<file path="config.mk">
export PLATFORM = sky130hd
export DESIGN_NAME = sap_microsequencer
export DESIGN_NICKNAME = d
export VERILOG_FILES = /design/src/rtl/sap_pkg.sv /design/src/rtl/sap_microcode_rom.sv /design/src/rtl/sap_microsequencer.sv
export SDC_FILE = /design/constraint.sdc
export NUM_CORES = 1
export LEC_CHECK = 0
export CAP_MARGIN = 20
export CORE_MARGIN = 10
export CORE_UTILIZATION = 40
export CTS_BUF_LIST = sky130_fd_sc_hd__clkbuf_4 sky130_fd_sc_hd__clkbuf_8
export DETAILED_ROUTE_END_ITERATION = 8
export PLACE_DENSITY = 0.81
export SLEW_MARGIN = 15
export SYNTH_ARGS = -nofsm -noshare
export SYNTH_HDL_FRONTEND = slang
export SYNTH_SLANG_ARGS = --single-unit
</file>
<file path="constraint.sdc">
create_clock -name clk -period 1.92 [get_ports clk]
set_input_delay 0.192 -clock clk [delete_from_list [all_inputs] [get_ports clk]]
set_output_delay 0.192 -clock clk [all_outputs]
set_load 0.05 [all_outputs]
</file>
<file path="src/rtl/sap_pkg.sv">
// Shared constants for the SAP microsequencer: opcodes, control-word bit
// positions and the stage encoding reported on the stage output.
package sap_pkg;

  // Opcodes (IR[7:4])
  localparam logic [3:0] OP_LDA = 4'h0;
  localparam logic [3:0] OP_ADD = 4'h1;
  localparam logic [3:0] OP_SUB = 4'h2;
  localparam logic [3:0] OP_JMP = 4'h3;
  localparam logic [3:0] OP_JC  = 4'h4;
  localparam logic [3:0] OP_JZ  = 4'h5;
  localparam logic [3:0] OP_LDI = 4'h6;
  localparam logic [3:0] OP_OUT = 4'hE;
  localparam logic [3:0] OP_HLT = 4'hF;

  // Control-word bit positions; bits 11:0 match the legacy datapath
  localparam int CW_ADDER_OUT  = 0;
  localparam int CW_SUB        = 1;
  localparam int CW_B_LOAD     = 2;
  localparam int CW_A_OUT      = 3;
  localparam int CW_A_LOAD     = 4;
  localparam int CW_IR_OUT     = 5;
  localparam int CW_IR_LOAD    = 6;
  localparam int CW_MEM_OUT    = 7;
  localparam int CW_MAR_LOAD   = 8;
  localparam int CW_PC_OUT     = 9;
  localparam int CW_PC_INC     = 10;
  localparam int CW_HLT        = 11;
  localparam int CW_PC_LOAD    = 12;
  localparam int CW_OUT_LOAD   = 13;
  localparam int CW_FLAGS_LOAD = 14;

  // Stage encoding, doubles as the sequencer state encoding
  localparam logic [2:0] ST_WAIT = 3'd0;
  localparam logic [2:0] ST_T1   = 3'd1;
  localparam logic [2:0] ST_T2   = 3'd2;
  localparam logic [2:0] ST_T3   = 3'd3;
  localparam logic [2:0] ST_T4   = 3'd4;
  localparam logic [2:0] ST_T5   = 3'd5;
  localparam logic [2:0] ST_T6   = 3'd6;
  localparam logic [2:0] ST_HALT = 3'd7;

  // One-hot mask for a single control bit
  function automatic logic [15:0] cw_bit(input int idx);
    cw_bit = 16'h0001 << idx;
  endfunction

endpackage

</file>
<file path="src/rtl/sap_microcode_rom.sv">
// Combinational microcode: (stage, opcode, flags) -> control word plus a
// marker for the final T-state of the current instruction.
module sap_microcode_rom
  import sap_pkg::*;
(
  input  logic [2:0]  stage,
  input  logic [3:0]  opcode,
  input  logic [1:0]  flags,      // {C,Z}
  output logic [15:0] ctrl_word,
  output logic        last_step
);

  // Microcode lookup; unreachable T5/T6 slots end the instruction so a
  // corrupted opcode can never wedge the sequencer.
  always_comb begin
    ctrl_word = 16'h0000;
    last_step = 1'b0;
    case (stage)
      ST_T1: ctrl_word = cw_bit(CW_PC_OUT) | cw_bit(CW_MAR_LOAD);
      ST_T2: ctrl_word = cw_bit(CW_PC_INC);
      ST_T3: ctrl_word = cw_bit(CW_MEM_OUT) | cw_bit(CW_IR_LOAD);
      ST_T4: begin
        case (opcode)
          OP_LDA, OP_ADD, OP_SUB:
            ctrl_word = cw_bit(CW_IR_OUT) | cw_bit(CW_MAR_LOAD);
          OP_JMP: begin
            ctrl_word = cw_bit(CW_IR_OUT) | cw_bit(CW_PC_LOAD);
            last_step = 1'b1;
          end
          OP_JC: begin
            if (flags[1]) ctrl_word = cw_bit(CW_IR_OUT) | cw_bit(CW_PC_LOAD);
            last_step = 1'b1;
          end
          OP_JZ: begin
            if (flags[0]) ctrl_word = cw_bit(CW_IR_OUT) | cw_bit(CW_PC_LOAD);
            last_step = 1'b1;
          end
          OP_LDI: begin
            ctrl_word = cw_bit(CW_IR_OUT) | cw_bit(CW_A_LOAD);
            last_step = 1'b1;
          end
          OP_OUT: begin
            ctrl_word = cw_bit(CW_A_OUT) | cw_bit(CW_OUT_LOAD);
            last_step = 1'b1;
          end
          OP_HLT: begin
            ctrl_word = cw_bit(CW_HLT);
            last_step = 1'b1;
          end
          default: last_step = 1'b1;  // undefined opcodes act as NOP
        endcase
      end
      ST_T5: begin
        case (opcode)
          OP_LDA: begin
            ctrl_word = cw_bit(CW_MEM_OUT) | cw_bit(CW_A_LOAD);
            last_step = 1'b1;
          end
          OP_ADD, OP_SUB: ctrl_word = cw_bit(CW_MEM_OUT) | cw_bit(CW_B_LOAD);
          default: last_step = 1'b1;
        endcase
      end
      ST_T6: begin
        last_step = 1'b1;
        case (opcode)
          OP_ADD:
            ctrl_word = cw_bit(CW_ADDER_OUT) | cw_bit(CW_A_LOAD) | cw_bit(CW_FLAGS_LOAD);
          OP_SUB:
            ctrl_word = cw_bit(CW_ADDER_OUT) | cw_bit(CW_SUB) | cw_bit(CW_A_LOAD)
                      | cw_bit(CW_FLAGS_LOAD);
          default: ctrl_word = 16'h0000;
        endcase
      end
      ST_HALT: ctrl_word = cw_bit(CW_HLT);
      default: ctrl_word = 16'h0000;  // ST_WAIT
    endcase
  end

endmodule

</file>
<file path="src/rtl/sap_microsequencer.sv">
// SAP control unit: T-state sequencer with flags register, run/single-step
// control and halt handling. The control word comes straight from the
// microcode ROM; the state register is visible on the stage output.
module sap_microsequencer
  import sap_pkg::*;
#(
  parameter bit STEP_EN     = 1'b1,
  parameter bit HALT_STICKY = 1'b1
) (
  input  logic        clk,
  input  logic        rst,
  input  logic [3:0]  opcode,
  input  logic        carry,
  input  logic        zero,
  input  logic        run,
  input  logic        step,
  output logic [15:0] ctrl_word,
  output logic [2:0]  stage,
  output logic [1:0]  flags,
  output logic        halted,
  output logic        instr_done
);

  logic [2:0] state_q, state_d;
  logic [1:0] flags_q, flags_d;
  logic       step_q, step_d;
  logic       run_q, run_d;
  logic       rom_last;
  logic       run_eff, step_rise, run_rise, in_tstate;

  sap_microcode_rom u_rom (
    .stage     (state_q),
    .opcode    (opcode),
    .flags     (flags_q),
    .ctrl_word (ctrl_word),
    .last_step (rom_last)
  );

  // Mode qualifiers: effective run level and one-cycle edge detects
  always_comb begin
    run_eff   = STEP_EN ? run : 1'b1;
    step_rise = STEP_EN && step && !step_q;
    run_rise  = run && !run_q;
    in_tstate = (state_q != ST_WAIT) && (state_q != ST_HALT);
  end

  // Next-state, flag and edge-register logic
  always_comb begin
    state_d = state_q;
    flags_d = flags_q;
    step_d  = step;
    run_d   = run;

    // Flags load on the edge that ends any state asserting flags_load
    if (ctrl_word[CW_FLAGS_LOAD]) flags_d = {carry, zero};

    case (state_q)
      ST_WAIT: begin
        if (run_eff || step_rise) state_d = ST_T1;
      end
      ST_HALT: begin
        if (!HALT_STICKY && (step_rise || (STEP_EN && run_rise))) state_d = ST_WAIT;
      end
      default: begin
        // Run is sampled only here, at the instruction boundary
        if (rom_last) begin
          if (ctrl_word[CW_HLT]) state_d = ST_HALT;
          else if (run_eff)      state_d = ST_T1;
          else                   state_d = ST_WAIT;
        end else begin
          state_d = state_q + 3'd1;
        end
      end
    endcase
  end

  // State, flags and edge registers with asynchronous reset
  always_ff @(posedge clk or posedge rst) begin
    if (rst) begin
      state_q <= ST_WAIT;
      flags_q <= 2'b00;
      step_q  <= 1'b0;
      run_q   <= 1'b0;
    end else begin
      state_q <= state_d;
      flags_q <= flags_d;
      step_q  <= step_d;
      run_q   <= run_d;
    end
  end

  assign stage      = state_q;
  assign flags      = flags_q;
  assign halted     = (state_q == ST_HALT);
  assign instr_done = in_tstate && rom_last;

endmodule

</file>
==> metrics.md <==
| Metric | Value |
|---|---|
| Status | finished with violations |
| Failing checks | negative setup slack |
| Synth Register Bits | 6 |
| Post-DP HPWL | 1.766 mm |
| Clock-pin slew on the worst setup and hold paths | 0.05 ns |
| Critical Path Start Type | flop |
| Crit-path max FO | 4 |
| Synthesized instance count | 80 |
| Largest net degree at the start of global routing | 13 |
| Total Power | 2290 uW |
| Inserted Diodes | 0 |
| Min cycle time layout | 1.934 ns |
| DR iter-0 viols | 13 |
| Yosys warnings | 0 |
| WS Path Type | flop to output port |
| DR pass1 iterations | 4 |
| Depth of the CTS H-tree | 1 |
| Max Slew Vio Count | 0 |
| Antenna violations before repair | 0 |
| P_leak | 0.0005568 uW |
| Fin worst setup slack | -0.01422 ns |
| Sink Count | 6 |
| FMAX | 517.0 MHz |
| # setup viols final | 1 |
| Max-cap violations | 0 |
| Mean Syn Cell Area | 8.039 um^2 |
| CTS Buf Count | 3 |
| Post-Place Worst Slack | -0.02730 ns |
| Crit path DAT | 1.74 ns |
| Share of cells above drive strength 1 | 51.22% |
| Hold Path Class | primary input to asynchronous set/reset pin |
| DP Area | 0.001215 mm^2 |
| Worst reg-to-reg path cell count | 7 |
| Syn_nets | 96 |
| Yosys top cell by area | dfrtp_1 |
| Synth Cell Area | 643.1 um^2 |
| Critical Path Sink Type | output port |
| Fin Setup TNS | -0.01422 ns |
| CTS Root Cell | clkbuf_4 |
| Distinct cells, synth | 35 |
| Seq/Total Area, Yosys | 23.35% |
| Standard-cell rows | 14 |
| Die Area | 0.003611 mm^2 |
| Critical path required time | 1.73 ns |
| Largest cells by area after synthesis | dfrtp_1 (23%), ha_1 (12%), nand2_1 (5.8%) |
| Power Density | 1678 mW/mm^2 |
| Hold-fix buffers, CTS | 0 |
| Initial Util | 42.69% |
| Clock Latency Late Sink | 0.26 ns |
| Final #Nets | 140 |
| Worst Skew | 0.0005848 ns |
| VDD IR max | 1389 uV |
| Antenna Nets Post-Route | 0 |
| DRC | 0 |
| Vias | 794 |
| First-pass GRT wire length | 3.657 mm |
| P&R area growth vs syn | 112.3% |
| Die Wd | 60.10 um |
| Non-Filler Cell Area, Final | 0.001365 mm^2 |
| WL final | 2.741 mm |
| Core ar. | 0.001506 mm^2 |
| Wire per inst | 19.72 um |
| # IOs | 33 |
| Vias per inst | 5.712 |
| Worst rel slew slack | 66.28% |
| Fin crit share | 100.7% |
| CTS tree | yes |
| Final Hold Viols | 0 |
| Clock buffer depth | 2 |
| Post-synth top area share | 23.35% |
| Overall Global Routing Usage | 12.86% |
| Final core utilization | 90.61% |
| Worst-margin pin slew | 0.5043 ns |
| RSZ-0062 raised after global routing | true |
| Vias in the first global route | 735 |
| GRT overflow | 0 |
| Die Y | 60.10 um |
| Port Buffer Count | 31 |
| Final Wtd Congestion | 0.8694 |
## worst paths after layout
kind	startpoint	endpoint	slack, ns
min in group clk	step	step_q	0.45
max in group asynchronous	rst	stage[0]	1.56
worst min register to register	flags[1]	flags[1]	0.60
worst max-delay path	stage[1]	ctrl_word[4]	-0.01
worst min-delay path	rst	step_q	0.15
worst max register to register	stage[1]	stage[2]	0.24
## layer usage
metal,global-route usage (%),vias up,routed length (um)
met5,0,-,0
li1,-,361,-
met2,22.35,34,1445
met1,13.86,391,973
met3,5.720,8,235
met4,2.885,0,85
## power breakdown
part	switching, uW	internal [uW]
clock	56.3	93.5
combinational	1030	831
sequential	94.2	184
total	1180	1110
## critical path, cell delays in order, from the launching register on
cell     delay [ns]
dfrtp_2        0.42
inv_4          0.09
ha_4           0.15
inv_4          0.04
o31a_1         0.30
o32ai_4        0.31
buf_12         0.17
## cell usage after synthesis, drive strengths merged
cell    number
a21o         2
a41oi        1
nor2         7
mux2         3
nor3         1
ha           6
o22ai        1
o211ai       1
nor2b        1
nand4        1
nand2       10
o22a         1
o21ai        2
xor2         1
o21bai       1
dfrtp        6
a211o        1
inv          9
buf          7
o311ai       1
o32ai        1
a21oi        3
o31ai        1
nor3b        1
o221ai       1
nand3        2
a211oi       2
conb         1
nand2b       2
a311oi       1
o31a         1
clkbuf       1
## state kept, by name, summed over array words and instances (netlist names)
signal	count
step_q	1
stage	3
flags	2
## area by class of cell
class,instances,area (um^2)
repair buffers,47,598.1
fillers,63,141.4
multi-input cells,57,524.3
well taps,16,20.02
inverters,9,38.79
flip-flops and latches,6,153.9
clock buffers,4,30.03
## what timing repair did
item | CTS | global route
setup buffers | 1 | 9
pin swaps | 2 | 6
setup endpoints to repair | 6 | 4
resized for setup | 6 | 9
hold endpoints to repair | 0 | 0
## through the flow
| stage | hold slack (ns) | std cells |
|---|---|---|
| after floorplan | -0.01725 | 80 |
| after global placement | 0.4098 | 125 |
| after detailed placement | 0.4200 | 125 |
| after CTS | 0.1564 | 130 |
| after global routing | 0.1896 | 139 |
| final | 0.1500 | 139 |
## cell usage in the layout, fill, tap and decap left out, types with 2 or more instances in the layout
master,netlist,layout
nand3_1,2,2
inv_1,9,5
inv_4,0,2
nor2_4,0,2
buf_4,4,16
dfrtp_1,6,3
nand2b_1,2,2
dfrtp_2,0,3
dlygate4sd2_1,0,2
nand2_1,10,10
a21oi_4,0,2
clkdlybuf4s50_1,0,12
inv_2,0,2
nor2_1,7,5
buf_12,0,17
ha_2,0,2
ha_4,0,3
mux2_2,3,3
clkbuf_4,0,4
a21o_1,2,2
## cell families after synthesis
| kind of cell | after synthesis | share of synthesized area (%) |
|---|---|---|
| DFF | 6 | 23.35 |
| muxes | 3 | 5.253 |
| AOI/OAI and AO/OA | 21 | 26.66 |
| buffers and inverters | 17 | 13.81 |
| xor gates and xnor gates | 1 | 1.362 |
| and+or+nand+nor | 25 | 17.32 |
| adders and majority gates | 6 | 11.67 |
| other | 1 | 0.5831 |
No activity file was read; power rests on OpenSTA's default activity.
